[src/rtl/multicycle_adder.sv]
// -----------------------------------------------------------------------------
// multicycle_adder
//
// Purpose:
//    Adds or subtracts two WIDTH-bit operands CHUNK bits per clock, LSB chunk
//    first, through a registered carry. It trades latency (N = WIDTH/CHUNK
//    cycles) for a narrow CHUNK-bit adder. A start/done handshake frames each
//    operation. Carry, signed-overflow and zero flags are produced with the
//    result.
//
// Ports:
//    clk       in   rising-edge clock
//    reset_n   in   asynchronous active-low reset
//    start     in   request, honoured only while busy = 0
//    a, b      in   WIDTH-bit operands, captured on accept
//    carryin   in   carry into bit 0 for add (ignored for subtract)
//    subtract  in   1 selects a - b, captured on accept
//    busy      out  operation in progress
//    done      out  one-cycle pulse when the result outputs update
//    sum       out  WIDTH-bit result, held until the next done
//    carryout  out  carry out of the MSB (subtract: 1 = no borrow)
//    overflow  out  two's-complement overflow
//    zero      out  sum == 0
// -----------------------------------------------------------------------------
module multicycle_adder #(
   parameter int WIDTH = 8,
   parameter int CHUNK = 2
) (
   input  logic             clk,
   input  logic             reset_n,
   input  logic             start,
   input  logic [WIDTH-1:0] a,
   input  logic [WIDTH-1:0] b,
   input  logic             carryin,
   input  logic             subtract,
   output logic             busy,
   output logic             done,
   output logic [WIDTH-1:0] sum,
   output logic             carryout,
   output logic             overflow,
   output logic             zero
);

   localparam int N  = WIDTH / CHUNK;
   localparam int CW = (N > 1) ? $clog2(N) : 1;

   generate
      if (WIDTH < 2 || CHUNK < 1 || CHUNK > WIDTH || (WIDTH % CHUNK) != 0) begin : g_bad_params
         $error("multicycle_adder: WIDTH must be >= 2 and CHUNK must be >= 1 and divide WIDTH");
      end
   endgenerate

   typedef enum logic {
      IDLE = 1'b0,
      RUN  = 1'b1
   } state_t;

   state_t           state_q, state_d;
   logic [WIDTH-1:0] a_q, a_d;
   logic [WIDTH-1:0] b_q, b_d;          // already inverted for subtract
   logic             carry_q, carry_d;
   logic [CW-1:0]    cnt_q, cnt_d;
   logic [WIDTH-1:0] psum_q, psum_d;
   logic [WIDTH-1:0] sum_q, sum_d;
   logic             carryout_q, carryout_d;
   logic             overflow_q, overflow_d;
   logic             zero_q, zero_d;
   logic             done_q, done_d;

   // Chunk datapath: the operand registers are shifted right each cycle, so
   // the current chunk always sits in the low CHUNK bits.
   logic [CHUNK:0]   csum;
   logic [WIDTH-1:0] csum_ext;
   logic [WIDTH-1:0] psum_next;
   logic             msb_cin;
   logic             last_chunk;

   always_comb begin
      csum = {1'b0, a_q[CHUNK-1:0]} + {1'b0, b_q[CHUNK-1:0]} + {{CHUNK{1'b0}}, carry_q};
      csum_ext = WIDTH'(csum[CHUNK-1:0]);
      // Partial sum fills from the top; after N chunks it is the full result.
      psum_next = (psum_q >> CHUNK) | (csum_ext << (WIDTH - CHUNK));
      // Carry into the chunk's top bit recovered from that bit's sum and inputs;
      // on the final chunk this is the carry into bit WIDTH-1.
      msb_cin = csum[CHUNK-1] ^ a_q[CHUNK-1] ^ b_q[CHUNK-1];
      last_chunk = (cnt_q == CW'(N - 1));
   end

   always_comb begin
      state_d    = state_q;
      a_d        = a_q;
      b_d        = b_q;
      carry_d    = carry_q;
      cnt_d      = cnt_q;
      psum_d     = psum_q;
      sum_d      = sum_q;
      carryout_d = carryout_q;
      overflow_d = overflow_q;
      zero_d     = zero_q;
      done_d     = 1'b0;

      case (state_q)
         IDLE: begin
            if (start) begin
               a_d     = a;
               b_d     = subtract ? ~b : b;
               carry_d = subtract ? 1'b1 : carryin;
               cnt_d   = '0;
               psum_d  = '0;
               state_d = RUN;
            end
         end
         RUN: begin
            a_d     = a_q >> CHUNK;
            b_d     = b_q >> CHUNK;
            carry_d = csum[CHUNK];
            psum_d  = psum_next;
            cnt_d   = cnt_q + CW'(1);
            if (last_chunk) begin
               cnt_d      = '0;
               sum_d      = psum_next;
               carryout_d = csum[CHUNK];
               overflow_d = msb_cin ^ csum[CHUNK];
               zero_d     = (psum_next == '0);
               done_d     = 1'b1;
               state_d    = IDLE;
            end
         end
         default: state_d = IDLE;
      endcase
   end

   always_ff @(posedge clk or negedge reset_n) begin
      if (!reset_n) begin
         state_q    <= IDLE;
         a_q        <= '0;
         b_q        <= '0;
         carry_q    <= 1'b0;
         cnt_q      <= '0;
         psum_q     <= '0;
         sum_q      <= '0;
         carryout_q <= 1'b0;
         overflow_q <= 1'b0;
         zero_q     <= 1'b0;
         done_q     <= 1'b0;
      end else begin
         state_q    <= state_d;
         a_q        <= a_d;
         b_q        <= b_d;
         carry_q    <= carry_d;
         cnt_q      <= cnt_d;
         psum_q     <= psum_d;
         sum_q      <= sum_d;
         carryout_q <= carryout_d;
         overflow_q <= overflow_d;
         zero_q     <= zero_d;
         done_q     <= done_d;
      end
   end

   assign busy     = (state_q == RUN);
   assign done     = done_q;
   assign sum      = sum_q;
   assign carryout = carryout_q;
   assign overflow = overflow_q;
   assign zero     = zero_q;

endmodule
[config.mk]
export PLATFORM = sky130hd
export DESIGN_NAME = multicycle_adder
export DESIGN_NICKNAME = d
export VERILOG_FILES = /design/src/rtl/multicycle_adder.sv
export SDC_FILE = /design/constraint.sdc
export NUM_CORES = 1
export LEC_CHECK = 0
export BUFFER_PORTS_ARGS = -buffer_cell sky130_fd_sc_hd__buf_2
export CAP_MARGIN = 10
export CORE_MARGIN = 2
export CORE_UTILIZATION = 54
export CTS_CLUSTER_DIAMETER = 80
export DETAILED_ROUTE_END_ITERATION = 6
export PLACE_DENSITY = 0.78
export SYNTH_ARGS = -nofsm -noshare
export SYNTH_HDL_FRONTEND = slang
export SYNTH_SLANG_ARGS = --single-unit
[constraint.sdc]
create_clock -name clk -period 2.39 [get_ports clk]
set_clock_uncertainty 0.05 [all_clocks]
set_input_delay 0.1195 -clock clk [delete_from_list [all_inputs] [get_ports clk]]
set_output_delay 0.1195 -clock clk [all_outputs]
set_load 0.05 [all_outputs]
# Word-level counts from Yosys, hierarchy flattened

Cells that the tools add are included.

Flip-flop bits (word level): 40
Input port bits: 21
Output and inout port bits: 13
Logic and storage cells: 42

$add $sub $neg: 3
Equal/unequal tests: 2
Muxes and demuxes: 18
Bitwise logic cells: 6
Reduce and logical (&&, ||, !) cells: 2

Operator list:

| cell                                         | number |
|---|---|
| one-hot mux 8 bit (2 select lines)           | 3 |
| two-way mux 8 bit                            | 4 |
| logical NOT 8 bit                            | 1 |
| NOT 8 bit                                    | 1 |
| bitwise OR 6 x 8 -> 8 bit                    | 1 |
| two-way mux 1 bit                            | 6 |
| two-way mux 2 bit                            | 2 |
| one-hot mux 1 bit (2 select lines)           | 2 |
| one-hot mux 2 bit (2 select lines)           | 1 |
| adder 2 x 2 -> 3 bit                         | 1 |
| adder 3 x 1 -> 3 bit                         | 1 |
| bitwise XOR 1 bit                            | 3 |
| adder 2 x 1 -> 2 bit (second input constant) | 1 |
| == test 2 bit (second input constant)        | 1 |
| != test 2 bit (second input constant)        | 1 |
| AND reduction 2 bit                          | 1 |
| NOT 1 bit                                    | 1 |

# Depth between registers and ports, before layout

Word-level depth: 5
Mapped depth: 7
Depth with buffers taken out: 7

# Least setup slack after synthesis

Ideal clock, no wire load.

Path type: reg2reg
From: register a_q[0]
To: register overflow_q, in the netlist overflow
Library setup time: 0.127 ns
Data arrival time: 1.685 ns
Required time: 2.213 ns
Path slack: 0.529 ns
Cell stages (with the launch flop): 8
Buffers on the path: 0
Clock period less this slack: 1.861 ns
Cells stage by stage: dfrtp_1 > inv_1 > fa_1 > inv_1 > fa_1 > xnor2_1 > xnor2_1 > o21ai_0

Word-level cells in the longest chain between the ends: 5

RTL lines:

| item                           | line | source |
|---|---|---|
| from (decl)                    | 59   | `logic [WIDTH-1:0] a_q, a_d;` |
| from (signal assigned)         | 136  | `a_q <= '0;` |
| from (signal assigned)         | 148  | `a_q <= a_d;` |
| adder 2 x 2 -> 3 bit           | 79   | `csum = {1'b0, a_q[CHUNK-1:0]} + {1'b0, b_q[CHUNK-1:0]} + {{CHUNK{1'b0}}, carry_q};` |
| adder 3 x 1 -> 3 bit           | 79   |  |
| named net csum[1]              | 72   | `logic [CHUNK:0] csum;` |
| bitwise XOR 1 bit (2 in a row) | 85   | `msb_cin = csum[CHUNK-1] ^ a_q[CHUNK-1] ^ b_q[CHUNK-1];` |
| bitwise XOR 1 bit              | 123  | `overflow_d = msb_cin ^ csum[CHUNK];` |
| to (signal assigned)           | 155  | `overflow_q <= overflow_d;` |
| to (decl)                      | 66   | `logic overflow_q, overflow_d;` |

The timed path passes the listed nets, and every way through them passes these cells.
A chain may end at the register's enable or synchronous reset.

# Final worst setup path

Same ends and word-level chain as after synthesis.

==> flow_summary.yaml <==
outcome:
  status: "completed"
drt:
  ant_nets: 0
  postRouteWirelength_um: 3000
  drc_errors: 0
  vias: 1180
  wl_per_cell_um: 12.7
  firstDrtPassIters: 4
  routed_via_density: 5.00
  first_iter_violations: 31
power:
  vdd_drop_max_mv: 0.799
  p_seq_frac: 0.383
  total_power_w: 0.00274
  combinationalPowerShare: 0.417
  switching_share: 0.400
  p_int_w: 0.00165
  p_per_area_nw_per_um2: 1320
  p_leak_nw: 1.04
  pwr-share-clk: 0.200
  p_switching_w: 0.00110
grt:
  grt_max_degree: 40
  grt_pass1_vias: 1231
  antenna_found_initial: 0
  grt_pass1_wl_um: 5100
  overflow: 0
  grt_util_all_layers: 0.191
die:
  dieArea_um2: 3680
  core-area_um2: 3050
  ios: 34
  die_y_um: 60.7
  rows: 20
  initial_core_util: 0.568
  die_w_um: 60.7
layout:
  fillCellCount: 264
  final_nets: 215
  drive_gt1_frac: 0.266
  fin_cells: 236
  area_growth_pct: 19.6
  antenna_cells: 0
timing:
  slew_viol_final: 0
  rsz0062_at_grt: "false"
  relSlewSlack: 0.449
  holdWs_ps: 20.8
  worst_pin_slew_ps: 827
  hold_viol_final: 0
  fmax_mhz: 504
  fin_crit_ps: 1980
  tns_ps: 0
  fin_crit_sh: 0.830
  setup_violations: 0
cts:
  cts_setup_buffers: 0
  h-tree-depth: 2
  clockRootBuffer: "clkbuf_4"
  ctsHoldBuffers: 7
  clk_latency_ps: 350
  path_clk_slew_ps: 110
  cts_resized: 0
  numCtsBuffers: 5
  cts_buffer_depth: 2
  cts_tree: "yes"
  cts_sinks: 38
placement:
  numPortBuffers: 33
  dp_hpwl_um: 1980
  dpl.cell_count: 221
  place.gp.congestion: 0.719
synth:
  seq_area_frac_synth: 0.548
  ys_types: 24
  synth_fp_nets: 176
  yosysWarnings: 0
  ys_seq_elements: 38
  syn_area_um2: 1740
  syn_avg_cell_area_um2: 11.4
  syn_inst: 152
worst_setup_path:
  critPathKind: "reg -> reg"
  cp.arrival_ps: 2150
  required_ps: 2560
  critical_path.endpoint_type: "flip-flop"
  worst-path-max-fanout: 4
  start_kind: "flip-flop"
run:
  timing.max_cap.violations: 0
min_path:
  hold_class: "in -> reg"
final cells by class:
type / count / area (um^2) / share of cell area
clock buffer: 5 / 37.5 / 0.0181
clock inverter: 3 / 68.8 / 0.0332
inverter: 7 / 26.3 / 0.0127
multi-input combinational: 98 / 694 / 0.335
sequential: 38 / 951 / 0.458
tap: 44 / 55.1 / 0.0265
timing repair buffer: 41 / 243 / 0.117
kinds of logic after synthesis:
| family | share of synthesized area |
|---|---|
| simple gates | 0.0815 |
| buf+inv | 0.0519 |
| xor+xnor | 0.0555 |
| mux | 0.145 |
| compound gates | 0.0880 |
| flops | 0.548 |
| fa+ha+maj | 0.0303 |
Yosys cell counts:
master    count  share of area
buf_2         3         0.0086
nor2_1        5          0.011
fa_1          2          0.023
mux2i_1      15          0.087
a22o_1        3          0.015
nand3_1       1         0.0029
xnor2_1       5          0.025
buf_4         3          0.013
nand2_1      24          0.052
xor2_1        6          0.030
mux2_4        3          0.026
nor4_1        1         0.0036
inv_1         7          0.015
nand2b_1      1         0.0036
o22ai_1       1         0.0036
a211oi_1      2         0.0086
buf_6         2          0.013
ha_1          1         0.0072
mux2_2        5          0.032
nor4b_1       1         0.0050
o21ai_0      21          0.061
nand2_2       1         0.0036
clkbuf_1      1         0.0022
dfrtp_1      38           0.55
power groups by stage:
stage	Clock [W]	Combinational (W)	Sequential (W)
2_1_floorplan	0	0.000610	0.00136
3_3_place_gp	0	0.00111	0.00105
3_5_place_dp	0	0.00115	0.00107
4_1_cts	0.000559	0.00116	0.00105
5_1_grt	0.000583	0.00127	0.00109
6_report	0.000547	0.00114	0.00105
worst max-delay path, stage by stage (launching register included):
cell	delay [ps]
dfrtp_1	370
inv_1	60
fa_1	420
inv_1	80
fa_1	470
xnor2_1	210
xnor2_1	130
o21ai_0	90
registers in the layout, summed over array words and instances, names as in the netlist:
name and cells:
overflow 1, a_q 8, psum_q 6, carry_q 1
done 1, cnt_q 2, sum 8, b_q 8
carryout 1, zero 1, busy 1
through the flow:
step	utilization	cell area (um^2)	setup WS, ps
2_1_floorplan	-	1740	529
3_3_place_gp	0.622	1900	476
3_5_place_dp	0.622	1900	417
4_1_cts	0.680	2080	400
5_1_grt	0.680	2080	261
6_report	0.680	2080	407
layer usage:
layer  vias to the layer above  wire [um]  track usage
met5                         -          0            0
li1                        586          -            -
met2                        28       1530        0.355
met4                         0         38       0.0652
met3                         5        124       0.0576
met1                       561       1310        0.205
layout by cell type, fill, tap and decap left out, drive strengths merged, types with 3 or more instances in the layout:
cell type	n
buf	34
a22o	3
nand2	25
xnor2	5
nor2	5
inv	7
dfrtp	38
mux2	8
mux2i	15
xor2	6
clkbuf	5
dlygate4sd3	7
o21ai	21
worst paths after layout:
check,end,from,slack [ps],cells past startpoint
setup / recovery,overflow,a_q[0],410,7
hold / removal,a_q[4],a[4],20,3
setup reg to reg,overflow,a_q[0],410,7
hold reg to reg,b_q[2],b_q[4],450,2
max in group asynchronous,a_q[7],reset_n,1430,2
min in group asynchronous,zero,reset_n,340,2
No activity file was read; power rests on OpenSTA's default activity.
